File: config.mk
export PLATFORM = sky130hd
export DESIGN_NAME = squares_engine
export DESIGN_NICKNAME = d
export VERILOG_FILES = /design/src/rtl/squares_pkg.sv /design/src/rtl/vga_timing.sv /design/src/rtl/squares_engine.sv
export SDC_FILE = /design/constraint.sdc
export NUM_CORES = 1
export LEC_CHECK = 0
export CAP_MARGIN = 20
export CORE_MARGIN = 2
export CORE_UTILIZATION = 35
export CTS_CLUSTER_SIZE = 40
export DETAILED_ROUTE_END_ITERATION = 6
export PLACE_DENSITY = 0.55
export SYNTH_ARGS = -nofsm -noshare
export SYNTH_HDL_FRONTEND = slang
export SYNTH_SLANG_ARGS = --single-unit
File: constraint.sdc
create_clock -name clk_clk -period 3.5 [get_ports clk_clk]
set_input_delay 0.35 -clock clk_clk [delete_from_list [all_inputs] [get_ports clk_clk]]
set_output_delay 0.35 -clock clk_clk [all_outputs]
set_load 0.02 [all_outputs]
File: src/rtl/squares_pkg.sv
// Shared types, colour table and default 640x480 timing for the squares display path.
package squares_pkg;

  typedef enum logic [1:0] {
    UP    = 2'd0,
    DOWN  = 2'd1,
    LEFT  = 2'd2,
    RIGHT = 2'd3
  } dir_t;

  localparam logic [23:0] SQ_COLOR [0:7] = '{
    24'hFF0000, 24'h00FF00, 24'h0000FF, 24'hFFFF00,
    24'h00FFFF, 24'hFF00FF, 24'hFFFFFF, 24'hFF8000
  };

  localparam int CNT_W        = 10;
  localparam int DEF_H_ACTIVE = 640;
  localparam int DEF_H_FP     = 16;
  localparam int DEF_H_SYNC   = 96;
  localparam int DEF_H_BP     = 48;
  localparam int DEF_V_ACTIVE = 480;
  localparam int DEF_V_FP     = 10;
  localparam int DEF_V_SYNC   = 2;
  localparam int DEF_V_BP     = 33;

endpackage

File: src/rtl/vga_timing.sv
// Raster counters with combinational sync/active decode and frame_start pulse.
module vga_timing
  import squares_pkg::*;
#(
  parameter int H_ACTIVE = DEF_H_ACTIVE,
  parameter int H_FP     = DEF_H_FP,
  parameter int H_SYNC   = DEF_H_SYNC,
  parameter int H_BP     = DEF_H_BP,
  parameter int V_ACTIVE = DEF_V_ACTIVE,
  parameter int V_FP     = DEF_V_FP,
  parameter int V_SYNC   = DEF_V_SYNC,
  parameter int V_BP     = DEF_V_BP,
  parameter bit SYNC_POL = 1'b0
) (
  input  logic             clk,
  input  logic             rst,
  output logic [CNT_W-1:0] h_cnt,
  output logic [CNT_W-1:0] v_cnt,
  output logic             hs,
  output logic             vs,
  output logic             active,
  output logic             frame_start
);

  localparam int H_TOTAL = H_ACTIVE + H_FP + H_SYNC + H_BP;
  localparam int V_TOTAL = V_ACTIVE + V_FP + V_SYNC + V_BP;

  localparam logic [CNT_W-1:0] H_LAST  = CNT_W'(H_TOTAL - 1);
  localparam logic [CNT_W-1:0] V_LAST  = CNT_W'(V_TOTAL - 1);
  localparam logic [CNT_W-1:0] H_ACT   = CNT_W'(H_ACTIVE);
  localparam logic [CNT_W-1:0] V_ACT   = CNT_W'(V_ACTIVE);
  localparam logic [CNT_W-1:0] HS_BEG  = CNT_W'(H_ACTIVE + H_FP);
  localparam logic [CNT_W-1:0] HS_END  = CNT_W'(H_ACTIVE + H_FP + H_SYNC);
  localparam logic [CNT_W-1:0] VS_BEG  = CNT_W'(V_ACTIVE + V_FP);
  localparam logic [CNT_W-1:0] VS_END  = CNT_W'(V_ACTIVE + V_FP + V_SYNC);

  logic [CNT_W-1:0] h_cnt_q, h_cnt_d;
  logic [CNT_W-1:0] v_cnt_q, v_cnt_d;

  always_comb begin
    h_cnt_d = h_cnt_q + 1'b1;
    v_cnt_d = v_cnt_q;
    if (h_cnt_q == H_LAST) begin
      h_cnt_d = '0;
      v_cnt_d = (v_cnt_q == V_LAST) ? '0 : v_cnt_q + 1'b1;
    end
  end

  always_ff @(posedge clk) begin
    if (rst) begin
      h_cnt_q <= '0;
      v_cnt_q <= '0;
    end else begin
      h_cnt_q <= h_cnt_d;
      v_cnt_q <= v_cnt_d;
    end
  end

  assign h_cnt       = h_cnt_q;
  assign v_cnt       = v_cnt_q;
  assign hs          = (h_cnt_q >= HS_BEG && h_cnt_q < HS_END) ? SYNC_POL : ~SYNC_POL;
  assign vs          = (v_cnt_q >= VS_BEG && v_cnt_q < VS_END) ? SYNC_POL : ~SYNC_POL;
  assign active      = (h_cnt_q < H_ACT) && (v_cnt_q < V_ACT);
  assign frame_start = (h_cnt_q == '0) && (v_cnt_q == V_ACT);

endmodule

File: src/rtl/squares_engine.sv
// Renders N_SQ coloured squares over VGA timing; moves are buffered and applied at frame start.
module squares_engine
  import squares_pkg::*;
#(
  parameter int H_ACTIVE = DEF_H_ACTIVE,
  parameter int H_FP     = DEF_H_FP,
  parameter int H_SYNC   = DEF_H_SYNC,
  parameter int H_BP     = DEF_H_BP,
  parameter int V_ACTIVE = DEF_V_ACTIVE,
  parameter int V_FP     = DEF_V_FP,
  parameter int V_SYNC   = DEF_V_SYNC,
  parameter int V_BP     = DEF_V_BP,
  parameter bit SYNC_POL = 1'b0,
  parameter int N_SQ     = 4,
  parameter int SIZE     = 32,
  parameter int STEP     = 8
) (
  input  logic       clk_clk,
  input  logic       reset_reset,
  input  logic       cmd_valid,
  output logic       cmd_ready,
  input  logic [2:0] cmd_sel,
  input  logic [1:0] cmd_dir,
  output logic       vga_HS,
  output logic       vga_VS,
  output logic       vga_BLANK,
  output logic       vga_SYNC,
  output logic [7:0] vga_R,
  output logic [7:0] vga_G,
  output logic [7:0] vga_B,
  output logic [9:0] pos_x,
  output logic [9:0] pos_y,
  output logic       frame_start,
  output logic       cmd_dropped
);

  if (N_SQ < 1 || N_SQ > 8) begin : g_bad_nsq
    $error("squares_engine: N_SQ must be in 1..8");
  end
  if (N_SQ * (SIZE + STEP) > H_ACTIVE) begin : g_bad_fit
    $error("squares_engine: N_SQ*(SIZE+STEP) exceeds H_ACTIVE");
  end

  localparam logic [9:0]  STEP_C  = 10'(STEP);
  localparam logic [10:0] SIZE_C  = 11'(SIZE);
  localparam logic [9:0]  X_MAX   = 10'(H_ACTIVE - SIZE);
  localparam logic [9:0]  Y_MAX   = 10'(V_ACTIVE - SIZE);
  localparam logic [9:0]  Y_INIT  = 10'((V_ACTIVE - SIZE) / 2);
  localparam logic [3:0]  SEL_LIM = 4'(N_SQ);

  function automatic logic [9:0] sat_dec(input logic [9:0] v);
    logic signed [11:0] d;
    d = signed'({2'b00, v}) - signed'({2'b00, STEP_C});
    return (d < 0) ? 10'd0 : d[9:0];
  endfunction

  function automatic logic [9:0] sat_inc(input logic [9:0] v, input logic [9:0] lim);
    logic [10:0] s;
    s = {1'b0, v} + {1'b0, STEP_C};
    return (s > {1'b0, lim}) ? lim : s[9:0];
  endfunction

  function automatic logic in_sq(input logic [9:0] h, input logic [9:0] v,
                                 input logic [9:0] x, input logic [9:0] y);
    return ({1'b0, h} >= {1'b0, x}) && ({1'b0, h} < ({1'b0, x} + SIZE_C)) &&
           ({1'b0, v} >= {1'b0, y}) && ({1'b0, v} < ({1'b0, y} + SIZE_C));
  endfunction

  logic [9:0] h_cnt, v_cnt;
  logic       hs_raw, vs_raw, active, fs;

  vga_timing #(
    .H_ACTIVE (H_ACTIVE), .H_FP (H_FP), .H_SYNC (H_SYNC), .H_BP (H_BP),
    .V_ACTIVE (V_ACTIVE), .V_FP (V_FP), .V_SYNC (V_SYNC), .V_BP (V_BP),
    .SYNC_POL (SYNC_POL)
  ) u_timing (
    .clk         (clk_clk),
    .rst         (reset_reset),
    .h_cnt       (h_cnt),
    .v_cnt       (v_cnt),
    .hs          (hs_raw),
    .vs          (vs_raw),
    .active      (active),
    .frame_start (fs)
  );

  logic       hold_vld_q, hold_vld_d;
  logic [2:0] hold_sel_q, hold_sel_d;
  dir_t       hold_dir_q, hold_dir_d;
  logic       dropped_q, dropped_d;
  logic [9:0] pos_x_q, pos_x_d, pos_y_q, pos_y_d;
  logic [9:0] x_q [N_SQ];
  logic [9:0] x_d [N_SQ];
  logic [9:0] y_q [N_SQ];
  logic [9:0] y_d [N_SQ];
  logic [9:0] cur_x, cur_y, nxt_x, nxt_y;

  // Command buffer: load when empty, apply and release only on frame_start.
  always_comb begin
    hold_vld_d = hold_vld_q;
    hold_sel_d = hold_sel_q;
    hold_dir_d = hold_dir_q;
    dropped_d  = dropped_q;
    pos_x_d    = pos_x_q;
    pos_y_d    = pos_y_q;
    x_d        = x_q;
    y_d        = y_q;
    cur_x      = '0;
    cur_y      = '0;
    for (int i = 0; i < N_SQ; i++) begin
      if (hold_sel_q == 3'(i)) begin
        cur_x = x_q[i];
        cur_y = y_q[i];
      end
    end
    nxt_x = cur_x;
    nxt_y = cur_y;
    case (hold_dir_q)
      UP:      nxt_y = sat_dec(cur_y);
      DOWN:    nxt_y = sat_inc(cur_y, Y_MAX);
      LEFT:    nxt_x = sat_dec(cur_x);
      default: nxt_x = sat_inc(cur_x, X_MAX);
    endcase

    if (hold_vld_q) begin
      if (fs) begin
        hold_vld_d = 1'b0;
        if ({1'b0, hold_sel_q} >= SEL_LIM) begin
          dropped_d = 1'b1;
        end else begin
          pos_x_d = nxt_x;
          pos_y_d = nxt_y;
          for (int i = 0; i < N_SQ; i++) begin
            if (hold_sel_q == 3'(i)) begin
              x_d[i] = nxt_x;
              y_d[i] = nxt_y;
            end
          end
        end
      end
    end else if (cmd_valid) begin
      hold_vld_d = 1'b1;
      hold_sel_d = cmd_sel;
      hold_dir_d = dir_t'(cmd_dir);
    end
  end

  // Pixel mux: iterate high to low so the lowest-index square wins overlaps.
  logic [23:0] hit_rgb;
  always_comb begin
    hit_rgb = '0;
    for (int i = N_SQ - 1; i >= 0; i--) begin
      if (in_sq(h_cnt, v_cnt, x_q[i], y_q[i])) hit_rgb = SQ_COLOR[i];
    end
  end

  logic        hs_q, hs_d, vs_q, vs_d, blank_q, blank_d;
  logic [23:0] rgb_q, rgb_d;

  always_comb begin
    hs_d    = hs_raw;
    vs_d    = vs_raw;
    blank_d = active;
    rgb_d   = active ? hit_rgb : 24'd0;
  end

  // Output stage boundary: everything on the vga_* pins is one clock behind the counters.
  always_ff @(posedge clk_clk) begin
    if (reset_reset) begin
      hold_vld_q <= 1'b0;
      dropped_q  <= 1'b0;
      pos_x_q    <= '0;
      pos_y_q    <= '0;
      for (int i = 0; i < N_SQ; i++) begin
        x_q[i] <= 10'(i * (SIZE + STEP));
        y_q[i] <= Y_INIT;
      end
      hs_q    <= ~SYNC_POL;
      vs_q    <= ~SYNC_POL;
      blank_q <= 1'b0;
      rgb_q   <= '0;
    end else begin
      hold_vld_q <= hold_vld_d;
      dropped_q  <= dropped_d;
      pos_x_q    <= pos_x_d;
      pos_y_q    <= pos_y_d;
      x_q        <= x_d;
      y_q        <= y_d;
      hs_q       <= hs_d;
      vs_q       <= vs_d;
      blank_q    <= blank_d;
      rgb_q      <= rgb_d;
    end
    hold_sel_q <= hold_sel_d;
    hold_dir_q <= hold_dir_d;
  end

  assign cmd_ready   = ~hold_vld_q;
  assign frame_start = fs;
  assign cmd_dropped = dropped_q;
  assign pos_x       = pos_x_q;
  assign pos_y       = pos_y_q;
  assign vga_HS      = hs_q;
  assign vga_VS      = vs_q;
  assign vga_BLANK   = blank_q;
  assign vga_SYNC    = 1'b0;
  assign vga_R       = rgb_q[23:16];
  assign vga_G       = rgb_q[15:8];
  assign vga_B       = rgb_q[7:0];

endmodule

==> results of run 1 <==
## cell families after synthesis
group           after synthesis
simple gates                408
buf+inv                     171
mux                          25
flops                       133
other cells                   1
compound gates              290
fa+ha+maj                   137
xor+xnor                     42
## layout by cell type, fill, tap and decap left out, types with 19 or more instances in the layout
| cell type | Yosys | final |
|---|---|---|
| clkdlybuf4s50_1 | 0 | 56 |
| xnor2_1 | 31 | 31 |
| buf_4 | 22 | 51 |
| or3_1 | 33 | 33 |
| a21oi_1 | 58 | 56 |
| nand3_1 | 45 | 41 |
| nor3_1 | 34 | 34 |
| nand2_1 | 66 | 62 |
| o21ai_1 | 40 | 40 |
| nor2_1 | 106 | 106 |
| mux4_2 | 21 | 21 |
| o21ai_0 | 38 | 38 |
| inv_1 | 95 | 95 |
| dfxtp_1 | 128 | 128 |
| a21o_1 | 19 | 19 |
| ha_1 | 137 | 137 |
| nand3b_1 | 22 | 22 |
| nand2b_1 | 19 | 19 |
| a211oi_1 | 38 | 37 |
## sequential cells by signal, indices dropped and copies added, names as in the netlist
register        flops
pos_y              10
rgb_q               3
x_q                40
hold_vld_q          1
u_timing.v_cnt     10
vga_BLANK           1
hold_dir_q          2
vga_HS              1
pos_x              10
vga_VS              1
hold_sel_q          3
u_timing.h_cnt     10
cmd_dropped         1
y_q                40
## power groups by stage
stage	clock network (mW)	registers, mW	logic, mW
6_report	1.93	1.54	0.273
5_1_grt	2.00	1.54	0.295
4_1_cts	1.94	1.54	0.262
3_5_place_dp	0	1.57	0.261
3_3_place_gp	0	1.57	0.260
2_1_floorplan	0	1.57	0.182
## stage by stage
| stage | power, mW | instances | hold slack (ns) | setup TNS (ns) | cell area [um2] |
|---|---|---|---|---|---|
| after floorplan | 1.754 | 1207 | 0.4258 | 0 | 10100 |
| after global placement | 1.835 | 1625 | 0.4437 | 0 | 11160 |
| after detailed placement | 1.836 | 1625 | 0.4501 | 0 | 11160 |
| after CTS | 3.741 | 1657 | 0.3620 | 0 | 11770 |
| final | 3.742 | 1659 | 0.3738 | 0 | 11860 |
| after global routing | 3.841 | 1659 | 0.3836 | -1.334 | 11860 |
## area by class of cell
class                           instances  area (um2)  area share [%]
Clock buffer                           19       442.9           3.735
Clock inverter                         13       172.7           1.456
Inverter                               99       371.6           3.133
Multi-Input combinational cell        903        6716           56.63
Sequential cell                       133        2713           22.87
Tap cell                              384       480.5           4.051
Timing Repair Buffer                  108       963.4           8.123
## worst max path at each step
stage | start | end | cells after the start | slack, ns
finish | hold_sel_q[0] | x_q[11] | 14 | 0.15
global route | hold_sel_q[0] | y_q[4] | 13 | -0.10
CTS | hold_sel_q[0] | y_q[12] | 10 | 0.22
detailed placement | hold_sel_q[0] | y_q[12] | 10 | 0.24
global placement | hold_sel_q[0] | y_q[35] | 12 | 0.29
floorplan | hold_sel_q[0] | y_q[23] | 11 | 0.55
## cell usage after synthesis, types with 13 or more instances
library cell / instances
mux4_2: 21
ha_1: 137
o21a_1: 18
inv_1: 95
xnor2_1: 31
buf_4: 22
nor2b_1: 15
a211oi_1: 38
a31oi_1: 14
or3_1: 33
clkbuf_1: 39
o21ai_0: 38
nor2_1: 106
nand3_1: 45
dfxtp_1: 128
a21o_1: 19
nand2b_1: 19
nand2_1: 66
nor4_1: 13
o21ai_1: 40
a21oi_1: 58
nor3_1: 34
nand3b_1: 22
and3_1: 14
## routing by layer
metal	GRT usage, %	wire length [um]	vias up
met2	35.33	15250	243
met3	2.719	1560	38
li1	-	-	4495
met4	6.583	746	0
met1	28.61	14790	4400
met5	0	0	-
## timing repair
action,in CTS,in global routing
gates resized for setup,0,15
endpoints found under the hold margin,0,0
buffers inserted,0,2
endpoints found under the setup margin,0,27
## worst reg2reg max path, stage by stage, from the launching register on
cell and delay [ns]:
edfxtp_1 0.42, buf_4 0.14, mux4_2 0.51, nand2_1 0.16, inv_1 0.08, ha_1 0.24, nor2b_1 0.15, and3_1 0.21
nor2_1 0.14, a22oi_1 0.14, a22oi_2 0.27, a31oi_2 0.19, nor3_4 0.29, nand2_2 0.16, o21ai_1 0.17
==> results.toml, run 1 <==
[status]
status = "complete, no violations"

[hold_path]
holdPathStages = 2
hold_end = "u_timing.h_cnt[2]"
hp-class = "in2reg"
hold_start = "reset_reset"

[global_routing]
antenna_found_initial = 0
grt_pass1_wl_mm = 49.73
grt.overflow.total = 0
grt_pass1_vias = 8459
grt_max_degree = 49
grtUsageTotal_pct = 21.23

[power_and_ir_drop]
p_leak_nw = 4.774
power-per-cell-area_mw_per_mm2 = 315.5
cell_internal_pwr_mw = 2.782
p_switching_uw = 959.6
swShare_pct = 25.65
power_frac_comb_pct = 7.3
max-vdd-ir-drop_uv = 247.7
p_clk_share_pct = 51.5
seq_power_share_pct = 41.2

[setup_path]
path_class = "reg2reg"
critPathBufInv = 2
crit_chain = "buf_4, mux4_2, nand2_1, inv_1, ha_1, nor2b_1, and3_1, nor2_1, a22oi_1, a22oi_2, a31oi_2, nor3_4, nand2_2, o21ai_1"
rr_worst_depth = 14
end_kind = "flip-flop"
r2r_end = "x_q[11]"
path_max_fanout = 5
crit_family = "simple AND/OR/NAND/NOR gates"
slowest_delay_ns = 0.51
start_kind = "flip-flop"
critPathArrivalTime_ns = 3.70
r2r_slack_ns = 0.15
required_ns = 3.85
reg2reg_from = "hold_sel_q[0]"
slowest_stage = "mux4_2"

[clocking]
cts_tree = "yes"
cts_max_level = 4
hold_buffers = 0
clock_sinks = 133
cts-root-buf = "clkbuf_16"
clk_latency_ns = 0.43
tritoncts.num_buffers = 17
clkTransAtPathRegs_ns = 0.07
clk_path_buf_depth = 2

[routing]
ant_nets = 0
route.final.wire_length_mm = 32.34
drt_iter0_markers = 764
drc = 0
viasPerCell = 5.531
wl_per_cell_um = 19.50
drt_first_pass_iters = 5
vias = 9176

[timing]
final-hold-violation-count = 0
period_needed_ns = 3.350
finalCritPeriodShare_pct = 95.71
fin_ws_ns = 0.1501
maxSlewHeadroom_pct = 52.13
slew_violations = 0
rsz0062_at_grt = "true"
fin_worst_skew_ns = 0.009963
setup_viol = 0
tightest_slew_ns = 0.7171
max_freq_mhz = 298.5

[logic_synthesis]
synth_top_area_share_pct = 25.38
synth_edf_count = 5
ys_ff_latch = 133
synth.area.top_cells = "dfxtp_1 25%, ha_1 17%, mux4_2 4.7%, nor2_1 3.9%, inv_1 3.5%"
synth-simple-area-share_pct = 20.93
synth_mux_area_share_pct = 5.093
ys_types = 74
async_reset_ff_share_pct = 0
synth-adder-area-share_pct = 16.98
synth_compound_area_share_pct = 19.00
synth-xor-area-share_pct = 3.643
synth.avg_cell_area_um2 = 8.366
synth_top_area_cell = "dfxtp_1"
yosysSeqAreaShare_pct = 26.86
synth_top_family_by_area = "simple AND/OR/NAND/NOR gates"
syn_nets = 1352
yosysWarningCount = 0
synth_flop_cell = "dfxtp_1"
netlist_instances = 1207
synth_area_mm2 = 0.01010

[layout]
drive_gt1_share_pct = 11.06
utilization_pct = 41.55
nets = 1407
n_antenna_cell = 0
syn_to_final_growth_pct = 17.46
fillers = 2948

[die]
rows = 62
initial_utilization_pct = 35.37
die-area_mm2 = 0.03022
die_y_um = 173.9
die_w_um = 173.9
core_mm2 = 0.02855
ios = 59

[placed_design]
globalplace.congestion = 0.8511
dp_hpwl_mm = 24.80
portBuffers = 57
dp_slack_ns = 0.2427

[flow_run]
cap_violations = 0
(Power assumes the default switching activity.)
==> run 2: changes to the inputs <==
CTS_CLUSTER_SIZE = 14   (was 40)
==> results of run 2 <==
Same layout as run 1: the final DEF is identical, and so are final timing and power.
